### config.mk
export PLATFORM = sky130hd
export DESIGN_NAME = sha1_sequencer_flat
export DESIGN_NICKNAME = d
export VERILOG_FILES = /design/src/rtl/sha1_sequencer_if.sv /design/src/rtl/sha1_sequencer.sv /design/src/flat_wrapper.sv
export SDC_FILE = /design/constraint.sdc
export NUM_CORES = 1
export LEC_CHECK = 0
export CORE_ASPECT_RATIO = 1.5
export CORE_MARGIN = 2
export CORE_UTILIZATION = 47
export CTS_BUF_LIST = sky130_fd_sc_hd__clkbuf_16
export DETAILED_ROUTE_END_ITERATION = 8
export HOLD_SLACK_MARGIN = 0.15
export PLACE_DENSITY = 0.75
export SLEW_MARGIN = 5
export SYNTH_ARGS = -nofsm -noshare
export SYNTH_HDL_FRONTEND = slang
export SYNTH_SLANG_ARGS = --single-unit
### constraint.sdc
create_clock -name clk -period 2.3 [get_ports clk]
set_clock_uncertainty 0.2 [all_clocks]
set_input_delay 0.575 -clock clk [delete_from_list [all_inputs] [get_ports clk]]
set_output_delay 0.575 -clock clk [all_outputs]
set_load 0.03 [all_outputs]
### src/rtl/sha1_sequencer_if.sv
// Handshake and sequencing bundle between the OTP/HMAC controller and the SHA-1 sequencer.
// Controller side (master) drives start/last/abort; sequencer side (slave) drives round/step and status.
// Ports: start, last, abort (ctrl->seq); round[6:0], step[4:0], w_req, first_blk, dout_valid, busy, done (seq->ctrl/datapath).
interface sha1_sequencer_if;
    logic       start;
    logic       last;
    logic       abort;
    logic [6:0] round;
    logic [4:0] step;
    logic       w_req;
    logic       first_blk;
    logic       dout_valid;
    logic       busy;
    logic       done;

    modport master (
        output start, last, abort,
        input  round, step, w_req, first_blk, dout_valid, busy, done
    );

    modport slave (
        input  start, last, abort,
        output round, step, w_req, first_blk, dout_valid, busy, done
    );
endinterface

### src/rtl/sha1_sequencer.sv
// Round/step sequencer for the bit-serial SHA-1 block datapath (load, 80 rounds, digest shift-out).
// Latency: start sampled at edge E, round 0 / step 0 visible after E; one bit per clk, no stalls.
// Backpressure: none; start is only honoured in IDLE/WAIT, abort cancels from any state.
// Ports: clk, rst_n (async active-low); seq (slave modport): start/last/abort in,
//        round/step/w_req/first_blk/dout_valid/busy/done out (all registered).
module sha1_sequencer #(
    parameter int LOAD_ROUNDS = 16,
    parameter int LAST_ROUND  = 95,
    parameter int OUT_WORDS   = 5
) (
    input  logic            clk,
    input  logic            rst_n,
    sha1_sequencer_if.slave seq
);

    localparam logic [6:0] C_LOAD      = 7'(LOAD_ROUNDS);
    localparam logic [6:0] C_LAST      = 7'(LAST_ROUND);
    localparam logic [6:0] C_OUT_FIRST = 7'(LAST_ROUND + 1);
    localparam logic [6:0] C_OUT_LAST  = 7'(LAST_ROUND + OUT_WORDS);
    localparam logic [4:0] C_STEP_LAST = 5'd31;

    typedef enum logic [2:0] {
        S_IDLE = 3'd0,
        S_RUN  = 3'd1,
        S_WAIT = 3'd2,
        S_OUT  = 3'd3,
        S_FIN  = 3'd4
    } state_t;

    state_t     r_state;
    logic [6:0] r_round;
    logic [4:0] r_step;
    logic       r_last;
    logic       r_w_req;
    logic       r_first_blk;
    logic       r_dout_valid;
    logic       r_busy;
    logic       r_done;

    logic       w_step_end;
    logic [6:0] w_round_nxt;

    assign w_step_end  = (r_step == C_STEP_LAST);
    assign w_round_nxt = r_round + 7'd1;

    always_ff @(posedge clk or negedge rst_n) begin
        if (!rst_n) begin
            r_state      <= S_IDLE;
            r_round      <= 7'd0;
            r_step       <= 5'd0;
            r_last       <= 1'b0;
            r_w_req      <= 1'b0;
            r_first_blk  <= 1'b1;
            r_dout_valid <= 1'b0;
            r_busy       <= 1'b0;
            r_done       <= 1'b0;
        end else if (seq.abort) begin
            // Abort beats start in the same cycle and never produces a done pulse.
            r_state      <= S_IDLE;
            r_round      <= 7'd0;
            r_step       <= 5'd0;
            r_last       <= 1'b0;
            r_w_req      <= 1'b0;
            r_first_blk  <= 1'b1;
            r_dout_valid <= 1'b0;
            r_busy       <= 1'b0;
            r_done       <= 1'b0;
        end else begin
            case (r_state)
                S_IDLE, S_WAIT: begin
                    if (seq.start) begin
                        r_state     <= S_RUN;
                        r_round     <= 7'd0;
                        r_step      <= 5'd0;
                        r_last      <= seq.last;
                        r_busy      <= 1'b1;
                        // Round 0 is always a message-load round.
                        r_w_req     <= 1'b1;
                        // From IDLE the datapath starts from the IV, from WAIT it chains.
                        r_first_blk <= (r_state == S_IDLE);
                    end
                end

                S_RUN: begin
                    if (!w_step_end) begin
                        r_step <= r_step + 5'd1;
                    end else if (r_round != C_LAST) begin
                        r_step  <= 5'd0;
                        r_round <= w_round_nxt;
                        r_w_req <= (w_round_nxt < C_LOAD);
                    end else if (r_last) begin
                        r_state      <= S_OUT;
                        r_round      <= C_OUT_FIRST;
                        r_step       <= 5'd0;
                        r_w_req      <= 1'b0;
                        r_dout_valid <= 1'b1;
                    end else begin
                        // Block finished but more follow: park with the chaining value selected.
                        r_state     <= S_WAIT;
                        r_round     <= 7'd0;
                        r_step      <= 5'd0;
                        r_w_req     <= 1'b0;
                        r_busy      <= 1'b0;
                        r_first_blk <= 1'b0;
                    end
                end

                S_OUT: begin
                    if (!w_step_end) begin
                        r_step <= r_step + 5'd1;
                    end else if (r_round != C_OUT_LAST) begin
                        r_step  <= 5'd0;
                        r_round <= w_round_nxt;
                    end else begin
                        r_state      <= S_FIN;
                        r_round      <= 7'd0;
                        r_step       <= 5'd0;
                        r_dout_valid <= 1'b0;
                        r_busy       <= 1'b0;
                        r_done       <= 1'b1;
                        r_first_blk  <= 1'b1;
                    end
                end

                S_FIN: begin
                    r_state <= S_IDLE;
                    r_done  <= 1'b0;
                end

                default: begin
                    r_state      <= S_IDLE;
                    r_round      <= 7'd0;
                    r_step       <= 5'd0;
                    r_w_req      <= 1'b0;
                    r_first_blk  <= 1'b1;
                    r_dout_valid <= 1'b0;
                    r_busy       <= 1'b0;
                    r_done       <= 1'b0;
                end
            endcase
        end
    end

    assign seq.round      = r_round;
    assign seq.step       = r_step;
    assign seq.w_req      = r_w_req;
    assign seq.first_blk  = r_first_blk;
    assign seq.dout_valid = r_dout_valid;
    assign seq.busy       = r_busy;
    assign seq.done       = r_done;

endmodule
### src/flat_wrapper.sv
// flat-port wrapper written by rule: the top's interface ports become plain ports
module sha1_sequencer_flat 
#(
    parameter int LOAD_ROUNDS = 16,
    parameter int LAST_ROUND  = 95,
    parameter int OUT_WORDS   = 5
)
  (clk, rst_n, seq_start, seq_last, seq_abort, seq_round, seq_step, seq_w_req, seq_first_blk, seq_dout_valid, seq_busy, seq_done);
  sha1_sequencer_if seq_i ();
  input  logic clk;
  input  logic rst_n;
  input wire logic [$bits(seq_i.start)-1:0] seq_start;
  input wire logic [$bits(seq_i.last)-1:0] seq_last;
  input wire logic [$bits(seq_i.abort)-1:0] seq_abort;
  output wire logic [$bits(seq_i.round)-1:0] seq_round;
  output wire logic [$bits(seq_i.step)-1:0] seq_step;
  output wire logic [$bits(seq_i.w_req)-1:0] seq_w_req;
  output wire logic [$bits(seq_i.first_blk)-1:0] seq_first_blk;
  output wire logic [$bits(seq_i.dout_valid)-1:0] seq_dout_valid;
  output wire logic [$bits(seq_i.busy)-1:0] seq_busy;
  output wire logic [$bits(seq_i.done)-1:0] seq_done;
  assign seq_i.start = seq_start;
  assign seq_i.last = seq_last;
  assign seq_i.abort = seq_abort;
  assign seq_round = seq_i.round;
  assign seq_step = seq_i.step;
  assign seq_w_req = seq_i.w_req;
  assign seq_first_blk = seq_i.first_blk;
  assign seq_dout_valid = seq_i.dout_valid;
  assign seq_busy = seq_i.busy;
  assign seq_done = seq_i.done;
  sha1_sequencer #(.LOAD_ROUNDS(LOAD_ROUNDS), .LAST_ROUND(LAST_ROUND), .OUT_WORDS(OUT_WORDS)) u_core (.clk(clk), .rst_n(rst_n), .seq(seq_i));
endmodule
==> results of run 1 <==
[layer usage]
layer	up-vias	global-route usage (%)
met3	6	3.91
met5	-	0
met4	0	7.64
li1	588	-
met1	580	28.1
met2	33	42.0
[what timing repair did]
| action | in CTS | in global routing |
|---|---|---|
| resized for setup | 0 | 1 |
| setup buffers | 0 | 1 |
| setup endpoints to repair | 0 | 3 |
[final cells by class]
cell class / instances / area (µm²)
tap: 37 / 46.3
clock inverter: 1 / 5.00
timing repair buffer: 43 / 375
fill: 216 / 897
inverter: 6 / 22.5
clock buffer: 3 / 75.1
sequential: 21 / 529
multi-input combinational: 100 / 726
[synth_stat cells, drive strengths merged, types with 4 or more instances]
cell type / number / area [µm²]
nand3: 6 / 30.0
nor2: 8 / 30.0
clkbuf: 4 / 15.0
nand2b: 4 / 25.0
and3: 5 / 31.3
dfrtp: 20 / 500
ha: 4 / 50.1
o22ai: 4 / 25.0
inv: 6 / 22.5
o21ai: 8 / 43.8
o211ai: 7 / 52.6
nand2: 4 / 15.0
[flip-flops by register name, indices dropped and copies added (netlist names)]
name and cells:
u_core.seq.first_blk 1, u_core.r_state 3, u_core.seq.step 5, u_core.seq.busy 1
u_core.seq.dout_valid 1, u_core.seq.done 1, u_core.r_last 1, u_core.seq.w_req 1
u_core.seq.round 7
[worst max path at each step]
stage / to / slack (ns) / cells after the start
6_report: u_core.seq.round[6]$_DFFE_PN0P_ / 0.06 / 5
5_1_grt: u_core.seq.round[0]$_DFFE_PN0P_ / -0.002 / 6
4_1_cts: u_core.seq.round[6]$_DFFE_PN0P_ / 0.07 / 5
3_5_place_dp: u_core.seq.round[6]$_DFFE_PN0P_ / -0.19 / 5
3_3_place_gp: u_core.seq.round[6]$_DFFE_PN0P_ / -0.17 / 5
2_1_floorplan: u_core.seq.round[6]$_DFFE_PN0P_ / -0.03 / 8
[worst max-delay path, cell delays in order]
cell             delay [ns]
clkdlybuf4s50_1        0.41
and2b_1                0.19
o32a_4                 0.33
or2_0                  0.33
mux2_4                 0.34
[placed cells by master (no fill, tap or decap), drive strengths merged, types with 5 or more instances in the layout]
cell | synthesis | layout
o21ai | 8 | 8
inv | 6 | 6
nand3 | 6 | 6
o211ai | 7 | 7
dfrtp | 20 | 20
and3 | 5 | 5
nor2 | 8 | 8
clkdlybuf4s50 | 0 | 21
buf | 3 | 22
[report_power, final]
group	internal [W]	switching, W
registers	0.000386	0.0000145
clock network	0.000233	0.000130
logic	0.0000807	0.0000879
total	0.000700	0.000232
[cells by family after synthesis]
kind of cell | after synthesis
mux | 3
buf+inv | 13
fa+ha+maj | 4
compound gates | 43
xor+xnor | 4
simple gates | 46
flops | 21
[through the flow]
step,hold WS (ns),power (W)
2_1_floorplan,0.0794,0.000493
5_1_grt,0.306,0.000983
6_report,0.288,0.000932
3_5_place_dp,0.277,0.000574
4_1_cts,0.290,0.000942
3_3_place_gp,0.272,0.000569
==> flow_summary.yaml, run 1 <==
outcome:
  status: "complete, no violations"
sta:
  finalCriticalPeriod_ns: 2.24
  tightest_slew_ns: 0.476
  setup_viol: 0
  max-slew-margin-rel_pct: 67.4
  drv_slew: 0
  fin_crit_sh_pct: 97.4
  hold_violations: 0
  tns_ns: 0
  setup_ws_ns: 0.0587
  fmax_mhz: 446
route:
  met1_length_um: 1370
  met2_length_um: 1760
  first_pass_iters: 4
  wl_met3_um: 99
  route.detailed.drc: 0
  avgViaCountPerCell: 5.72
  top_layer: "met4"
  wire_per_inst_um: 15.6
  totalWireLength_um: 3280
  ant_nets: 0
  route.vias.total: 1207
  dr.first_iter.drc_count: 53
clocking:
  cts_sinks: 21
  holdBufCountCts: 0
  cts_made_buffers: 3
  cts_root_buf: "clkbuf_16"
  htree_levels: 1
  cts_tree: "yes"
  clock_tree.buffer_depth: 2
  clkSlewWorstSetupHoldPaths_ns: 0.06
  insertion_delay_ns: 0.25
placement:
  place_inst: 206
  gp_congestion: 0.922
  portBuffers: 21
  dp_hpwl_um: 2540
  place_area_um2: 1690
  pre_cts_ws_ns: -0.191
grt:
  grt_pass1_wl_um: 5530
  grt_antenna_before_repair: 0
  grt-ovfl-total: 0
  grt_pass1_vias: 1203
  grt_max_degree: 22
  track_usage_pct: 23.7
hold_path:
  hold_class: "reg2reg"
  holdPathStages: 1
  hp-start: "u_core.seq.busy$_DFFE_PN0P_"
  holdPathEnd: "u_core.seq.busy$_DFFE_PN0P_"
die:
  die_w_um: 47.1
  start_util_pct: 49.0
  top_level_ports: 22
  core_area_um2: 2680
  die_area_um2: 3240
  row_count: 23
  die_y_um: 68.7
setup_path:
  r2r_cells: 6
  critPathCaptureType: "flip-flop"
  critical_path_peak_fanout: 5
  crit_start: "seq_start"
  rr_endpoint: "u_core.seq.round[6]$_DFFE_PN0P_"
  worstPathArrival_ns: 2.18
  path_class: "in2reg"
  regToRegStartpoint: "u_core.seq.step[1]$_DFFE_PN0P_"
  rrSetupSlack_ns: 0.10
  cp-start-kind: "input port"
  cp.required_ns: 2.23
yosys:
  synthArstFlopShare_pct: 100
  postSynthAreaPerCell_um2: 9.79
  synth-xor-area-share_pct: 2.67
  syn_area_um2: 1310
  syn_nets: 143
  synth_edf_count: 0
  synth_simple_gate_area_share_pct: 20.6
  synth-main-ff-cell: "dfrtp_1"
  synth_top_family_by_area: "compound AO/OA/AOI/OAI gates"
  synth_cells: 134
  synthMuxAreaShare_pct: 2.76
  ys_seq_area_share_pct: 40.1
  synthAdderAreaFrac_pct: 3.81
  yosysUniqueCellTypes: 49
  synth-seq-cells: 21
  synth_compound_area_share_pct: 25.1
  yosys_warnings: 0
cells_and_area:
  finalNonFillerCells: 211
  final_cell_area_um2: 1780
  drive_above_1_share_pct: 22.4
  utilization_pct: 66.5
  fin_nets: 184
  n_antenna_cell: 0
  area_growth_syn_to_layout_pct: 35.6
pwr:
  ir_drop_mv: 0.473
  p_leak_nw: 0.768
  power_density_nw_per_um2: 524
run:
  cap_violations: 0
Power figures use the tool's default switching activity.
==> run 2: changes to the inputs <==
--- a/config.mk
+++ b/config.mk
@@ -5,13 +5,15 @@
 export SDC_FILE = /design/constraint.sdc
 export NUM_CORES = 1
 export LEC_CHECK = 0
-export CORE_ASPECT_RATIO = 1.5
+export ABC_AREA = 1
+export CORE_ASPECT_RATIO = 0.8
 export CORE_MARGIN = 2
 export CORE_UTILIZATION = 47
 export CTS_BUF_LIST = sky130_fd_sc_hd__clkbuf_16
 export DETAILED_ROUTE_END_ITERATION = 8
 export HOLD_SLACK_MARGIN = 0.15
 export PLACE_DENSITY = 0.75
+export SKIP_LAST_GASP = 1
 export SLEW_MARGIN = 5
 export SYNTH_ARGS = -nofsm -noshare
 export SYNTH_HDL_FRONTEND = slang
==> run 2 against run 1 <==
Synthesized cell count rose by 30%. Flip-flop and latch count is the same. Cell count increased by 13%. Register-to-register slack improved by 0.22 ns. Largest cell class unchanged. Via count is 3.1% higher. Combinational power rose to 4.3 times the previous value. Non-clock buffer count is 21 lower. Sequential power increased by 27%. Clock power hardly changed. Setup slack improved by 0.029 ns. Total power rose by 71%. Final area decreased by 6.1%.
==> flow_summary.yaml, run 2 <==
die:
  die_area_um2: 3260
  top_level_ports: 22
  start_util_pct: 48.7
  core_area_um2: 2720
  die_y_um: 51.5
  row_count: 17
  die_w_um: 63.4
placement:
  portBuffers: 21
  place_inst: 234
  pre_cts_ws_ns: 0.0367
  gp_congestion: 0.909
  dp_hpwl_um: 2340
cells_and_area:
  fin_nets: 210
  mostFrequentLayoutCells: "47 x nand2_1, 22 x inv_1, 21 x clkdlybuf4s50_1"
  utilization_pct: 61.4
  area_growth_syn_to_layout_pct: 26.1
  largest_register_ffs: 7
  final_common_cell: "nand2_1"
  drive_above_1_share_pct: 14.0
  finalNonFillerCells: 238
  n_antenna_cell: 0
grt:
  grt_antenna_before_repair: 0
  grt-ovfl-total: 0
  track_usage_pct: 20.8
  grt_pass1_wl_um: 5330
  grt_pass1_vias: 1206
  grt_max_degree: 22
sta:
  tightest_slew_ns: 0.328
  max-slew-margin-rel_pct: 78.0
  finalCriticalPeriod_ns: 2.21
  setup_viol: 0
  tns_ns: 0
  hold-worst-slack_ns: 0.275
  drv_slew: 0
  hold_violations: 0
  fmax_mhz: 452
  rsz0062_at_grt: "false"
  setup_ws_ns: 0.0882
  fin_crit_sh_pct: 96.2
yosys:
  synth-seq-cells: 21
  yosys_warnings: 0
  yosysMostFrequentCell: "nand2_1"
  synth_edf_count: 0
  synth_commonest_cells: "47 x nand2_1, 22 x inv_1, 20 x dfrtp_1"
  netlist.area_leader.share_pct: 37.8
  synth.area.top_cells: "dfrtp_1 38%, nand2_1 13%, inv_1 6.2%"
  synth-main-ff-cell: "dfrtp_1"
  syn_area_um2: 1330
  postSynthAreaPerCell_um2: 7.62
  synth_top_area_cell: "dfrtp_1"
  yosysUniqueCellTypes: 24
  ys_seq_area_share_pct: 39.8
  synthArstFlopShare_pct: 100
  syn_nets: 183
  synth_cells: 174
setup_path:
  cp.required_ns: 1.52
  r2r_cells: 10
  path_class: "reg2out"
  path_buf_inv: 1
  critPathCaptureType: "output pin"
  cp.depth: 1
  path_cells: "clkdlybuf4s50_1"
  cp-start-kind: "flip-flop"
  rr_endpoint: "u_core.seq.round[5]$_DFFE_PN0P_"
  slowest_stage: "clkdlybuf4s50_1"
  worstPathArrival_ns: 1.44
  rrSetupSlack_ns: 0.32
  critical_path_peak_fanout: 7
  regToRegStartpoint: "u_core.seq.step[0]$_DFFE_PN0P_"
  crit_family: "buffers and inverters"
  max_stage_delay_ns: 0.72
route:
  met2_length_um: 1450
  met1_length_um: 1340
  ant_nets: 0
  top_layer: "met4"
  avgViaCountPerCell: 5.23
  dr.first_iter.drc_count: 43
  first_pass_iters: 4
  totalWireLength_um: 2990
  route.detailed.drc: 0
  wl_met3_um: 164
  route.vias.total: 1244
  wire_per_inst_um: 12.6
clocking:
  cts_sinks: 21
  cts_root_buf: "clkbuf_16"
  cts-resized-gates: 0
  clkSlewWorstSetupHoldPaths_ns: 0.06
  insertion_delay_ns: 0.25
  holdBufCountCts: 0
  htree_levels: 1
  clock_tree.buffer_depth: 2
  post_cts_buffers: 0
  cts_made_buffers: 3
  cts_tree: "yes"
hold_path:
  holdPathEnd: "u_core.seq.first_blk$_DFFE_PN1P_"
  hold_class: "reg2reg"
  hp-start: "u_core.seq.first_blk$_DFFE_PN1P_"
  holdPathStages: 2
outcome:
  status: "complete, no violations"
pwr:
  p_leak_nw: 0.801
  ir_drop_mv: 0.709
  power_density_nw_per_um2: 953
run:
  cap_violations: 0
-- run 2: changes by cell type after synthesis, sizes merged, moves of 4 or more --
cell | before | now
nand2 | 4 | 53
inv | 6 | 27
nor2 | 8 | 20
nand3 | 6 | 17
o21ai | 8 | 16
nand4 | 1 | 6
and3 | 5 | 1
clkbuf | 4 | 0
nand2b | 4 | 0
o211ai | 7 | 3
o22ai | 4 | 0
-- run 2: cell families (layout without fill, tap and decap cells) --
group	count (synthesis)	in the layout	share of synthesized area [%]
flops	21	21	39.8
simple gates	98	98	37.9
fa+ha+maj	4	4	3.78
buf+inv	27	53	7.65
compound gates	24	24	11.0
-- run 2: cell type report --
| type | count | area [µm²] |
|---|---|---|
| Clock buffer | 3 | 75.1 |
| Inverter | 27 | 101 |
| Timing Repair Buffer | 22 | 218 |
| Multi-Input combinational cell | 126 | 697 |
| Sequential cell | 21 | 527 |
| Fill cell | 268 | 1050 |
| Clock inverter | 1 | 5.00 |
| Tap cell | 38 | 47.5 |
-- run 2: report_power, final --
group | switching, W | leakage (nW) | internal [W]
sequential | 0.0000626 | 0.282 | 0.000446
combinational | 0.000469 | 0.478 | 0.000250
clock | 0.000132 | 0.0409 | 0.000233
total | 0.000663 | 0.801 | 0.000929
-- run 2: worst max path at each step --
| stage | from | endpoint | slack (ns) |
|---|---|---|---|
| 2_1_floorplan | u_core.seq.step[0]$_DFFE_PN0P_ | u_core.seq.busy$_DFFE_PN0P_ | 0.33 |
| 3_3_place_gp | seq_abort | u_core.seq.busy$_DFFE_PN0P_ | 0.07 |
| 3_5_place_dp | seq_abort | u_core.seq.busy$_DFFE_PN0P_ | 0.04 |
| 4_1_cts | u_core.seq.first_blk$_DFFE_PN1P_ | seq_first_blk | 0.08 |
| 5_1_grt | u_core.seq.round[5]$_DFFE_PN0P_ | seq_round[5] | 0.02 |
| 6_report | u_core.seq.round[5]$_DFFE_PN0P_ | seq_round[5] | 0.09 |
-- run 2: layer usage --
| metal | vias to the layer above | track usage, % |
|---|---|---|
| li1 | 626 | - |
| met1 | 574 | 28.4 |
| met2 | 40 | 34.0 |
| met3 | 4 | 4.33 |
| met4 | 0 | 5.80 |
| met5 | - | 0 |
-- run 2: through the flow --
step	cell area (µm²)	total power, W
after floorplan	1330	0.00101
after global placement	1590	0.00121
after detailed placement	1590	0.00123
after CTS	1670	0.00161
after global routing	1670	0.00171
final	1670	0.00159
==> run 3: changes to the inputs <==
--- a/config.mk
+++ b/config.mk
@@ -6,7 +6,7 @@
 export NUM_CORES = 1
 export LEC_CHECK = 0
 export ABC_AREA = 1
-export CORE_ASPECT_RATIO = 0.8
+export CORE_ASPECT_RATIO = 2
 export CORE_MARGIN = 2
 export CORE_UTILIZATION = 47
 export CTS_BUF_LIST = sky130_fd_sc_hd__clkbuf_16
==> run 3 against run 2 <==
Register-to-register slack barely moved. Maximum frequency fell by 0.49%. Sequential share of layout area rose by 0.071 points. Die area rose by 0.71%.
==> flow_summary.yaml, run 3 (same netlist as run 2, synthesis figures left out) <==
die:
  start_util_pct: 49.0
  top_level_ports: 22
  core_area_um2: 2700
  die_w_um: 41.5
  die_area_um2: 3290
  die_y_um: 79.1
  row_count: 27
cells_and_area:
  mostFrequentLayoutCells: "47 x nand2_1, 22 x inv_1, 21 x clkdlybuf4s50_1"
  utilization_pct: 61.7
  fin_nets: 211
  final_cell_area_um2: 1670
  n_antenna_cell: 0
  largest_register_ffs: 7
  n_fill_cell: 251
  area_growth_syn_to_layout_pct: 25.8
  drive_above_1_share_pct: 14.4
  final_common_cell: "nand2_1"
clocking:
  post_cts_buffers: 0
  clock_tree.buffer_depth: 2
  clkSlewWorstSetupHoldPaths_ns: 0.06
  htree_levels: 1
  holdBufCountCts: 0
  cts_root_buf: "clkbuf_16"
  cts_made_buffers: 3
  cts_tree: "yes"
  cts-resized-gates: 0
  cts_sinks: 21
  insertion_delay_ns: 0.25
setup_path:
  rr_endpoint: "u_core.seq.round[1]$_DFFE_PN0P_"
  rrSetupSlack_ns: 0.31
  path_buf_inv: 1
  cp.required_ns: 1.52
  cp-start-kind: "flip-flop"
  path_class: "reg2out"
  r2r_cells: 10
  crit_start: "u_core.seq.first_blk$_DFFE_PN1P_"
  crit_family: "buffers and inverters"
  critical_path_peak_fanout: 2
  worstPathArrival_ns: 1.45
  max_stage_delay_ns: 0.66
  slowest_stage: "clkdlybuf4s50_1"
  critPathCaptureType: "output pin"
  regToRegStartpoint: "u_core.seq.step[0]$_DFFE_PN0P_"
  path_cells: "clkdlybuf4s50_1"
hold_path:
  hold_class: "reg2reg"
  holdPathEnd: "u_core.seq.first_blk$_DFFE_PN1P_"
  hp-start: "u_core.seq.first_blk$_DFFE_PN1P_"
  holdPathStages: 2
outcome:
  status: "complete, no violations"
route:
  first_pass_iters: 4
  ant_nets: 0
  avgViaCountPerCell: 5.49
  wire_per_inst_um: 14.1
  route.vias.total: 1262
  totalWireLength_um: 3240
  dr.first_iter.drc_count: 39
  route.detailed.drc: 0
sta:
  fin_crit_sh_pct: 96.6
  tightest_slew_ns: 0.496
  drv_slew: 0
  tns_ns: 0
  hold_violations: 0
  fmax_mhz: 450
  setup_viol: 0
  hold-worst-slack_ns: 0.271
  rsz0062_at_grt: "false"
  finalCriticalPeriod_ns: 2.22
  max-slew-margin-rel_pct: 66.8
placement:
  portBuffers: 21
  place_area_um2: 1590
  dp_hpwl_um: 2630
  gp_congestion: 0.864
grt:
  track_usage_pct: 21.8
  grt_pass1_wl_um: 5640
  grt_max_degree: 13
  grt_antenna_before_repair: 0
  grt_pass1_vias: 1294
  grt-ovfl-total: 0
pwr:
  ir_drop_mv: 0.661
  power_density_nw_per_um2: 959
  p_leak_nw: 0.806
run:
  cap_violations: 0
-- run 3: layout make-up --
class                           instances  area (µm²)  area share [%]
Multi-Input combinational cell        126         697            41.8
Sequential cell                        21         527            31.6
Timing Repair Buffer                   23         225            13.5
Inverter                               27         101            6.08
Clock buffer                            3        75.1            4.50
Tap cell                               29        36.3            2.18
Clock inverter                          1        5.00           0.300
-- run 3: power by group --
group / internal [W] / switching, W
Combinational: 0.000251 / 0.000471
Clock: 0.000233 / 0.000137
Sequential: 0.000446 / 0.0000604
-- run 3: stage by stage --
step	setup slack [ns]	total power [W]	std cells
6_report	0.0774	0.00160	230
5_1_grt	0.0605	0.00171	230
4_1_cts	0.0693	0.00161	230
3_5_place_dp	0.0325	0.00123	226
3_3_place_gp	0.0971	0.00121	226
2_1_floorplan	0.330	0.00101	174
-- run 3: metal layers --
layer  vias to the layer above  global-route usage, %  part of all wire, %
met5                         -                      0                    0
met4                         0                   11.6                  1.9
met3                         6                   2.50                  3.6
met2                        35                   41.4                   58
met1                       606                   22.3                   37
li1                        615                      -                    -
-- run 3: worst max path at each step --
stage	end	slack, ns	cells past startpoint
after floorplan	u_core.seq.busy$_DFFE_PN0P_	0.33	11
after global placement	u_core.r_state[1]$_DFFE_PN0P_	0.1	8
after detailed placement	u_core.seq.busy$_DFFE_PN0P_	0.03	10
after CTS	seq_first_blk	0.07	1
after global routing	seq_first_blk	0.06	1
final	seq_first_blk	0.08	1
